--- src/rtl/mem_arbiter.sv ---
// Two-master arbiter for a single shared memory/IO port.
// Grants are round-robin; a locked owner may keep the port for up to MAX_HOLD cycles while contended.
module mem_arbiter #(
    parameter int unsigned MAX_HOLD = 16
) (
    input  logic        clk,
    input  logic        reset,
    input  logic        m0_req,
    input  logic        m0_lock,
    input  logic [1:0]  m0_we,
    input  logic [31:0] m0_addr,
    input  logic [31:0] m0_wd,
    output logic [31:0] m0_rdata,
    output logic        m0_ack,
    input  logic        m1_req,
    input  logic        m1_lock,
    input  logic [1:0]  m1_we,
    input  logic [31:0] m1_addr,
    input  logic [31:0] m1_wd,
    output logic [31:0] m1_rdata,
    output logic        m1_ack,
    output logic [1:0]  s_we,
    output logic [31:0] s_addr,
    output logic [31:0] s_wd,
    input  logic [31:0] s_data,
    output logic [1:0]  owner
);

    typedef enum logic [1:0] {
        IDLE = 2'b00,
        OWN0 = 2'b01,
        OWN1 = 2'b10
    } state_t;

    localparam logic [7:0] HOLD_LIMIT = 8'(MAX_HOLD - 1);

    state_t     state;
    state_t     state_nxt;
    state_t     other_st;
    logic [7:0] hold_cnt;
    logic       last_owner;
    logic       own_req;
    logic       own_lock;
    logic       oth_req;

    assign owner = state;

    // Present the current owner's and the contender's controls uniformly to the transition logic.
    always_comb begin
        own_req  = 1'b0;
        own_lock = 1'b0;
        oth_req  = 1'b0;
        other_st = IDLE;
        case (state)
            OWN0: begin
                own_req  = m0_req;
                own_lock = m0_lock;
                oth_req  = m1_req;
                other_st = OWN1;
            end
            OWN1: begin
                own_req  = m1_req;
                own_lock = m1_lock;
                oth_req  = m0_req;
                other_st = OWN0;
            end
            default: ;
        endcase
    end

    always_comb begin
        state_nxt = state;
        case (state)
            IDLE: begin
                if (m0_req && m1_req) begin
                    state_nxt = last_owner ? OWN0 : OWN1;
                end else if (m0_req) begin
                    state_nxt = OWN0;
                end else if (m1_req) begin
                    state_nxt = OWN1;
                end
            end
            OWN0, OWN1: begin
                if (!own_req) begin
                    state_nxt = oth_req ? other_st : IDLE;
                end else if (own_lock && (hold_cnt < HOLD_LIMIT || !oth_req)) begin
                    state_nxt = state;
                end else if (oth_req) begin
                    state_nxt = other_st;
                end
            end
            default: state_nxt = IDLE;
        endcase
    end

    always_ff @(posedge clk or posedge reset) begin
        if (reset) begin
            state      <= IDLE;
            hold_cnt   <= '0;
            last_owner <= 1'b1;
        end else begin
            state <= state_nxt;
            if (state_nxt != state) begin
                hold_cnt <= '0;
                if (state_nxt == OWN0) begin
                    last_owner <= 1'b0;
                end else if (state_nxt == OWN1) begin
                    last_owner <= 1'b1;
                end
            end else if (own_req && hold_cnt < HOLD_LIMIT) begin
                hold_cnt <= hold_cnt + 8'd1;
            end
        end
    end

    // Shared-port write size is gated by the owner's request so a dropped request never writes.
    always_comb begin
        s_we     = '0;
        s_addr   = '0;
        s_wd     = '0;
        m0_ack   = 1'b0;
        m1_ack   = 1'b0;
        m0_rdata = '0;
        m1_rdata = '0;
        case (state)
            OWN0: begin
                s_addr   = m0_addr;
                s_wd     = m0_wd;
                s_we     = m0_req ? m0_we : 2'b00;
                m0_ack   = m0_req;
                m0_rdata = s_data;
            end
            OWN1: begin
                s_addr   = m1_addr;
                s_wd     = m1_wd;
                s_we     = m1_req ? m1_we : 2'b00;
                m1_ack   = m1_req;
                m1_rdata = s_data;
            end
            default: ;
        endcase
    end

endmodule

--- config.mk ---
export PLATFORM = sky130hd
export DESIGN_NAME = mem_arbiter
export DESIGN_NICKNAME = d
export VERILOG_FILES = /design/src/rtl/mem_arbiter.sv
export SDC_FILE = /design/constraint.sdc
export NUM_CORES = 1
export LEC_CHECK = 0
export ABC_AREA = 1
export BUFFER_PORTS_ARGS = -buffer_cell sky130_fd_sc_hd__buf_2
export CORE_AREA = 2 2 119 121
export CTS_BUF_LIST = sky130_fd_sc_hd__clkbuf_4 sky130_fd_sc_hd__clkbuf_8 sky130_fd_sc_hd__clkbuf_16
export CTS_CLUSTER_DIAMETER = 200
export DETAILED_ROUTE_END_ITERATION = 8
export DIE_AREA = 0 0 121 123
export SLEW_MARGIN = 40
export SYNTH_ARGS = -nofsm -noshare
export SYNTH_HDL_FRONTEND = slang
export SYNTH_SLANG_ARGS = --single-unit
export TNS_END_PERCENT = 5
--- constraint.sdc ---
create_clock -name clk -period 2.1 [get_ports clk]
set_input_delay 0.21 -clock clk [delete_from_list [all_inputs] [get_ports clk]]
set_output_delay 0.21 -clock clk [all_outputs]
set_load 0.02 [all_outputs]
==> out/metrics.csv, run 1 <==
stage,metric,value,unit
global_routing,grt_max_degree,85,
synth,synthesis.nets,635,
drt,dr_wl_met3,961,um
synth,yosysWarnings,0,
sta,slew_viol_final,0,
place,placedCellCount,925,
critical_path,crit_chain,inv_4 > ha_4 > inv_2 > buf_4 > buf_12 > a21oi_1 > buf_2,
synth,syn_area_per_cell,4.75,um2
final_layout,fin_cells,932,
synth,synth_cells,459,
sta,rsz0062_at_grt,true,
clock_network,cts_inserted_buffers,3,
clock_network,cts.sinks,11,
drt,postRouteAntennaNets,0,
sta,setup_viol,0,
critical_path,worstPathRequired,1.89,ns
global_routing,first_global_vias,3117,
final_layout,mostFrequentLayoutCells,"buf_2 (303), nand2_1 (217), inv_1 (82), a21oi_1 (66), nor2_1 (12)",
clock_network,hold_buffers,0,
sta,fin_setup_tns,0,ns
synth,ys_ff_latch,11,
floorplan,die_h,123,um
synth,netlist.area_leader.share,0.382,
critical_path,cp_top_family,buffers and inverters,
run_status,status,finished with violations,
sta,max_slew.worst_pin.slew,0.471,ns
sta,fmaxAchievable,0.497,GHz
critical_path,worstSetupEndpointType,output pin,
clock_network,cts-root-buf,clkbuf_16,
global_routing,grt_pass1_wl,14100,um
final_layout,layout.nets,929,
drt,wl_per_cell,11.3,um
global_routing,grtUsageTotal,0.114,
critical_path,critPathMaxStageDelay,0.39,ns
sta,hold_violations,10,
final_layout,n_antenna_cell,0,
clock_network,cts_buffer_depth,2,
global_routing,grt_overflow_total,0,
drt,routed_wirelength,10500,um
critical_path,arrival,1.80,ns
sta,period_share,0.959,
synth,synth.distinct_cells,21,
power,vdd_drop_max,0.635,mV
place,gp_congestion,0.835,
floorplan,io_pins,304,
critical_path,critPathLaunchType,register,
place,postPlaceCellArea,3960,um2
drt,drt_first_pass_iters,7,
floorplan,die_w,121,um
clock_network,clkTransAtPathRegs,0.04,ns
clock_network,clock_latency,0.24,ns
global_routing,antenna_found_initial,0,
clock_network,htreeDepth,1,
drt,routed-via-count,3747,
final_layout,stdcell_area,4150,um2
synth,yosysSeqAreaShare,0.127,
drt,wl_met2,5260,um
critical_path,crit_fanout,49,
final_layout,final_common_cell,buf_2,
hold_path,hp-class,in -> async,
final_layout,drive_gt1_frac,0.464,
drt,wirelength_met1,4200,um
critical_path,crit_type,reg -> out,
drt,dr.first_iter.drc_count,187,
place,io_buffer_count,303,
sta,period_needed,2.01,ns
synth,yosysTopAreaCell,nand2_1,
sta,hold_ws,-0.0387,ns
sta,relSlewSlack,0.682,
synth,synth_area_leaders,"nand2_1 (38%), a21oi_1 (15%), inv_1 (15%), dfrtp_1 (11%), clkbuf_1 (4.3%)",
run_status,violations,negative hold slack,
power,power_density,1190,nW/um2
place,place_hpwl,8120,um
power,leakage,2.79,nW
critical_path,worst_path_max_delay_cell,dfrtp_2,
critical_path,cp_num_buf_inv,5,
job,cap_violations,0,
floorplan,die-area,14900,um2
final_layout,fin_util,0.305,
final_layout,area_delta_synth_final,90.2,%
final_layout,num-fill-cells,1546,
clock_network,cts_tree,done,
drt,dr.max_layer_used,met4,
drt,drc,0,
drt,via_per_inst,4.02,
floorplan,rows,43,
sta,skew,0.00392,ns
floorplan,initial_utilization,0.160,
floorplan,core,13600,um2
synth,syn-cell-area,2180,um2
-- layout make-up --
type                    instances  area [um2]  share of cell area
inverters                      87         332              0.0799
multi-input cells             332        1530               0.368
clock buffers                   4        82.6              0.0199
repair buffers                318        1700               0.410
flip-flops and latches         11         279              0.0672
well taps                     180         225              0.0543
-- path summary, 6_finish.rpt --
path	cells past startpoint	start	endpoint	slack [ns]
setup reg to reg	14	owner[1]	last_owner	0.11
min in group clk	2	last_owner	last_owner	0.46
setup / recovery	7	owner[1]	s_wd[15]	0.09
hold reg to reg	2	last_owner	last_owner	0.46
max in group asynchronous	2	reset	last_owner	1.81
hold / removal	2	reset	hold_cnt[4]	-0.04
-- per-layer routing --
metal | up-vias | GRT usage
met5 | - | 0
met4 | 0 | 0.0131
li1 | 1942 | -
met2 | 198 | 0.212
met3 | 6 | 0.0157
met1 | 1601 | 0.143
-- sequential cells by signal, indices dropped and copies added (netlist names) --
name	flops
hold_cnt	8
last_owner	1
owner	2
-- cell families (layout without fill, tap and decap cells) --
| kind of cell | Yosys count | in the layout | synth area share |
|---|---|---|---|
| adder cells (fa/ha/maj) | 6 | 6 | 0.0344 |
| XOR/XNOR | 2 | 2 | 0.00803 |
| AND/OR/NAND/NOR | 249 | 249 | 0.444 |
| AO/OA/AOI/OAI | 75 | 75 | 0.183 |
| flip-flops | 11 | 11 | 0.127 |
| buffers and inverters | 116 | 409 | 0.203 |
-- power by group --
| part | switching (mW) | internal, mW |
|---|---|---|
| sequential | 0.0296 | 0.259 |
| clock | 0.0923 | 0.268 |
| combinational | 2.87 | 1.44 |
-- synthesized netlist by cell type --
master,count
nor3_2,1
ha_1,6
dfrtp_1,10
clkbuf_1,25
nand2_1,222
nor2_1,12
buf_4,2
o211ai_1,1
o311ai_0,1
o21ai_0,3
dfstp_2,1
inv_1,86
nand2_4,1
nand2_2,4
o21ai_4,1
a21oi_1,67
a21oi_2,2
xor2_1,2
buf_1,2
inv_2,1
nand3_1,9
-- metrics by stage --
step | power, mW | hold WS (ns) | worst slack [ns]
after detailed placement | 4.39 | 0.254 | 0.0343
after global placement | 4.42 | 0.244 | 0.0278
after global routing | 5.40 | 0.0192 | -0.0420
final | 4.96 | -0.0387 | 0.0870
after floorplan | 2.93 | 0.0616 | 0.0225
after CTS | 4.79 | 0.00279 | 0.0102
-- repair_timing --
action,in CTS,in global routing
setup buffers,0,2
gates resized for setup,2,16
endpoints found under the hold margin,0,0
gates cloned,0,1
pin swaps,0,4
endpoints found under the setup margin,6,74
(Power assumes the default switching activity.)
==> run 2, diff against run 1 <==
Settings changed: CORE_AREA 2 2 119 121 to 3 3 116 118, DIE_AREA 0 0 121 123 to 0 0 119 121, PLACE_DENSITY_LB_ADDON from default to 0.12.
==> run 2 against run 1 <==
Against the previous run: the flow now finishes without violations; die area down 3.3%; worst setup slack improved by 0.012 ns; maximum frequency grew 0.59%; critical path depth unchanged; sequential share of layout area barely moved.
==> out/metrics.csv, run 2 (synthesized netlist as in run 1, its figures left out) <==
stage,metric,value,unit
critical_path,arrival,1.79,ns
critical_path,worstSetupEndpointType,output pin,
clock_network,cts_buffer_depth,2,
global_routing,first_global_vias,3489,
hold_path,hold_depth,2,
sta,period_share,0.953,
global_routing,grt_max_degree,69,
run_status,status,"finished, final reports clean",
floorplan,die_h,121,um
drt,routed_wirelength,12400,um
critical_path,cp_num_buf_inv,4,
clock_network,htreeDepth,1,
critical_path,crit_type,reg -> out,
final_layout,area_delta_synth_final,89.0,%
final_layout,mostFrequentLayoutCells,"buf_2 (302), nand2_1 (217), inv_1 (82), a21oi_1 (64), nor2_1 (12)",
floorplan,initial_utilization,0.174,
critical_path,crit_chain,inv_2 > buf_6 > ha_4 > buf_6 > nand2_1 > a21oi_2 > buf_2,
critical_path,critPathLaunchType,register,
floorplan,die_w,119,um
critical_path,r2r_start,owner[0],
global_routing,antenna_found_initial,0,
job,cap_violations,0,
critical_path,crit_fanout,28,
power,leakage,2.78,nW
hold_path,hold_end,last_owner,
hold_path,hp-class,reg -> reg,
clock_network,cts_inserted_buffers,3,
drt,drc,0,
sta,setup_viol,0,
sta,period_needed,2.00,ns
critical_path,worst_path_max_delay_cell,dfrtp_2,
sta,fin_ws,0.0988,ns
critical_path,critPathMaxStageDelay,0.40,ns
drt,drt_first_pass_iters,4,
clock_network,clkTransAtPathRegs,0.04,ns
power,power_density,1210,nW/um2
floorplan,rows,41,
final_layout,drive_gt1_frac,0.466,
clock_network,clock_latency,0.24,ns
critical_path,cp_top_family,buffers and inverters,
floorplan,core,12600,um2
sta,rsz0062_at_grt,true,
place,dp_slack,0.0636,ns
sta,relSlewSlack,0.730,
place,io_buffer_count,303,
drt,via_per_inst,4.07,
place,place_hpwl,10300,um
clock_network,cts_tree,done,
drt,wl_per_cell,13.4,um
sta,hold_violations,0,
critical_path,reg2reg_slack,0.12,ns
critical_path,worst_path_most_repeated_cell,buf_6,
place,gp_congestion,0.830,
critical_path,worstPathRequired,1.89,ns
final_layout,layout.nets,930,
final_layout,n_antenna_cell,0,
clock_network,cts-root-buf,clkbuf_16,
critical_path,worstReg2RegEnd,last_owner,
critical_path,rr_worst_depth,18,
floorplan,io_pins,304,
global_routing,grt_overflow_total,0,
final_layout,final_common_cell,buf_2,
drt,routed-via-count,3767,
sta,fmaxAchievable,0.500,GHz
drt,postRouteAntennaNets,0,
global_routing,grtUsageTotal,0.155,
final_layout,largest_reg_flops,8,
sta,slew_viol_final,0,
drt,dr.first_iter.drc_count,155,
floorplan,die-area,14400,um2
power,vdd_drop_max,0.746,mV
sta,max_slew.worst_pin.slew,0.399,ns
power,p_total,4.98,mW
final_layout,regMostFlops,hold_cnt,
sta,skew,0.00377,ns
hold_path,hp-start,last_owner,
clock_network,cts.sinks,11,
global_routing,grt_pass1_wl,18200,um
run 2: power by group:
part           internal, mW  switching [mW]  total [mW]
logic                  1.41            2.94        4.35
clock network         0.252          0.0942       0.346
registers             0.259          0.0215       0.280
run 2: through the flow:
stage	utilization	hold slack (ns)	instance area, um2	setup TNS, ns	instances
finish	0.328	0.462	4130	0	925
detailed placement	0.313	0.229	3940	0	917
global placement	0.313	0.222	3940	0	917
floorplan	-	0.0616	2180	0	459
CTS	0.321	0.454	4040	-1.33	922
global route	0.328	0.503	4130	-0.303	925
run 2: layout make-up:
type	count	area, um2
clock buffer	3	75.1
clock inverter	1	5.00
fill	1478	8440
inverter	87	327
multi-input combinational	333	1540
sequential	11	279
tap	172	215
timing repair buffer	318	1690
run 2: how the worst max path moves through the flow:
stage	endpoint	slack, ns	start	depth (start not counted)
6_report	s_wd[7]	0.1	owner[0]	7
5_1_grt	last_owner	-0.08	owner[0]	17
4_1_cts	s_wd[26]	-0.07	owner[1]	7
3_5_place_dp	last_owner	0.06	owner[1]	17
3_3_place_gp	last_owner	0.05	owner[1]	17
2_1_floorplan	s_addr[15]	0.02	owner[1]	7
run 2: layer usage:
metal / wire length [um] / GRT usage
met2: 6000 / 0.265
met4: 268 / 0.0362
met3: 1160 / 0.0429
met1: 4980 / 0.193
met5: 0 / 0
run 2: timing repair:
item,4_1_cts,5_1_grt
endpoints found under the setup margin,45,55
setup buffers,0,2
cloned,0,1
gates resized for setup,2,19
endpoints found under the hold margin,10,0
pin swaps,0,6
hold buffers,1,0
run 2: worst min-delay path, stage by stage (launching register included):
cell     delay, ns
dfstp_2       0.36
nand2_1       0.05
nand2_1       0.04
==> run 3, diff against run 2 <==
Settings changed: PLACE_DENSITY_LB_ADDON 0.12 to default, REMOVE_ABC_BUFFERS from default to 1.
==> run 3 against run 2 <==
Against the previous run: hold slack better by 0.017 ns; register-to-register slack got worse by 0.02 ns; final cell count is the same; die area stayed put; routed wire length shrank 1.9%; final area is 0.21% higher; clock skew decreased by 0.0013 ns; clock power increased by 1%; sequential share of layout area shrank 0.075 points; flip-flop and latch count did not move; combinational power is 0.9% lower; critical path type unchanged; critical endpoint is now s_addr[22].
==> out/metrics.csv, run 3 (synthesized netlist as in run 1, its figures left out) <==
stage,metric,value,unit
power,vdd_drop_max,0.757,mV
floorplan,die_h,121,um
place,place_hpwl,9890,um
sta,max_slew.worst_pin.slew,0.412,ns
clock_network,clkTransAtPathRegs,0.04,ns
final_layout,num-fill-cells,1429,
sta,fin_setup_tns,0,ns
hold_path,hold_depth,2,
hold_path,hold_end,last_owner,
final_layout,mostFrequentLayoutCells,"buf_2 (294), nand2_1 (219), inv_1 (83), a21oi_1 (62), buf_4 (14)",
sta,period_share,0.981,
final_layout,area_delta_synth_final,89.4,%
sta,relSlewSlack,0.722,
critical_path,r2r_start,hold_cnt[0],
job,cap_violations,0,
final_layout,final_common_cell,buf_2,
sta,skew,0.00249,ns
place,gp_congestion,0.817,
sta,period_needed,2.06,ns
run_status,status,"finished, final reports clean",
drt,routed-via-count,3704,
drt,routed_wirelength,12200,um
final_layout,regMostFlops,hold_cnt,
final_layout,drive_gt1_frac,0.459,
critical_path,critPathLaunchType,register,
critical_path,rr_worst_depth,16,
critical_path,reg2reg_slack,0.10,ns
power,power_density,1200,nW/um2
global_routing,first_global_vias,3192,
critical_path,worstReg2RegEnd,last_owner,
floorplan,core,12600,um2
final_layout,layout.nets,928,
sta,fmaxAchievable,0.485,GHz
global_routing,grt_pass1_wl,17200,um
sta,hold_violations,0,
critical_path,crit_type,reg -> out,
drt,drc,0,
floorplan,die-area,14400,um2
drt,postRouteAntennaNets,0,
clock_network,cts_inserted_buffers,3,
drt,drt_first_pass_iters,4,
drt,dr.first_iter.drc_count,204,
place,io_buffer_count,303,
clock_network,clock_latency,0.23,ns
power,p_total,4.94,mW
clock_network,cts_tree,done,
sta,rsz0062_at_grt,true,
critical_path,arrival,1.85,ns
global_routing,antenna_found_initial,2,
sta,slew_viol_final,0,
floorplan,initial_utilization,0.174,
drt,wl_per_cell,13.2,um
global_routing,grt_max_degree,59,
clock_network,cts.sinks,11,
clock_network,htreeDepth,1,
final_layout,largest_reg_flops,8,
hold_path,hp-start,last_owner,
critical_path,worstSetupEndpointType,output pin,
global_routing,grtUsageTotal,0.147,
floorplan,rows,41,
hold_path,hp-class,reg -> reg,
floorplan,io_pins,304,
critical_path,worstPathRequired,1.89,ns
power,leakage,2.78,nW
sta,setup_viol,0,
global_routing,grt_overflow_total,0,
floorplan,die_w,119,um
critical_path,crit_fanout,23,
clock_network,cts-root-buf,clkbuf_16,
drt,via_per_inst,4.00,
clock_network,cts_buffer_depth,2,
-- run 3: cell types whose count changed in the layout (fill, tap and decap cells not counted), sizes merged --
cell,previous run,this run
buf,317,315
clkbuf,3,5
diode,0,2
clkinv,1,0
nand2,228,227
-- run 3: metal layers --
metal / up-vias / wire, um / GRT usage
met1: 1610 / 5440 / 0.203
met4: 0 / 97 / 0.0297
li1: 1945 / - / -
met2: 142 / 5930 / 0.247
met3: 7 / 699 / 0.0168
met5: - / 0 / 0
-- run 3: per-stage QoR --
stage	cell area, um2	instances	worst slack (ns)	hold slack (ns)	utilization
2_1_floorplan	2070	430	-1.67	0.0617	-
5_1_grt	4130	925	-0.108	0.512	0.329
3_5_place_dp	3920	915	0.0575	0.214	0.312
3_3_place_gp	3920	915	0.0820	0.214	0.312
4_1_cts	4030	920	0.0153	0.460	0.321
6_report	4130	925	0.0402	0.478	0.329
-- run 3: repair_timing --
item	in CTS	in global routing
resized for setup	4	23
buffers inserted	0	3
endpoints found under the setup margin	21	28
pin swaps	0	1
hold buffers	1	0
endpoints found under the hold margin	10	0
-- run 3: final cells by class --
type | instances | area (um2) | area share
timing repair buffer | 317 | 1700 | 0.412
multi-input combinational | 332 | 1530 | 0.369
inverter | 87 | 327 | 0.0790
sequential | 11 | 277 | 0.0669
tap | 172 | 215 | 0.0521
clock buffer | 4 | 82.6 | 0.0200
antenna | 2 | 5.00 | 0.00121
-- run 3: worst max-delay path: stages (launching register included) --
cell     delay (ns)
dfrtp_1        0.37
inv_2          0.09
ha_4           0.28
inv_2          0.05
buf_4          0.13
buf_4          0.22
a21oi_1        0.25
buf_2          0.22
-- run 3: how the worst max path moves through the flow --
stage	depth (start not counted)	slack (ns)	endpoint	start
6_report	7	0.04	s_addr[22]	owner[0]
5_1_grt	16	-0.11	last_owner	owner[0]
4_1_cts	6	0.02	s_addr[25]	owner[1]
3_5_place_dp	17	0.06	last_owner	owner[0]
3_3_place_gp	17	0.08	last_owner	owner[0]
2_1_floorplan	14	-1.67	last_owner	owner[1]
-- run 3: where the power goes --
part	internal [mW]	leakage, nW	total (mW)	switching, mW
logic	1.41	2.59	4.31	2.90
registers	0.256	0.148	0.280	0.0234
clock network	0.267	0.0416	0.350	0.0834
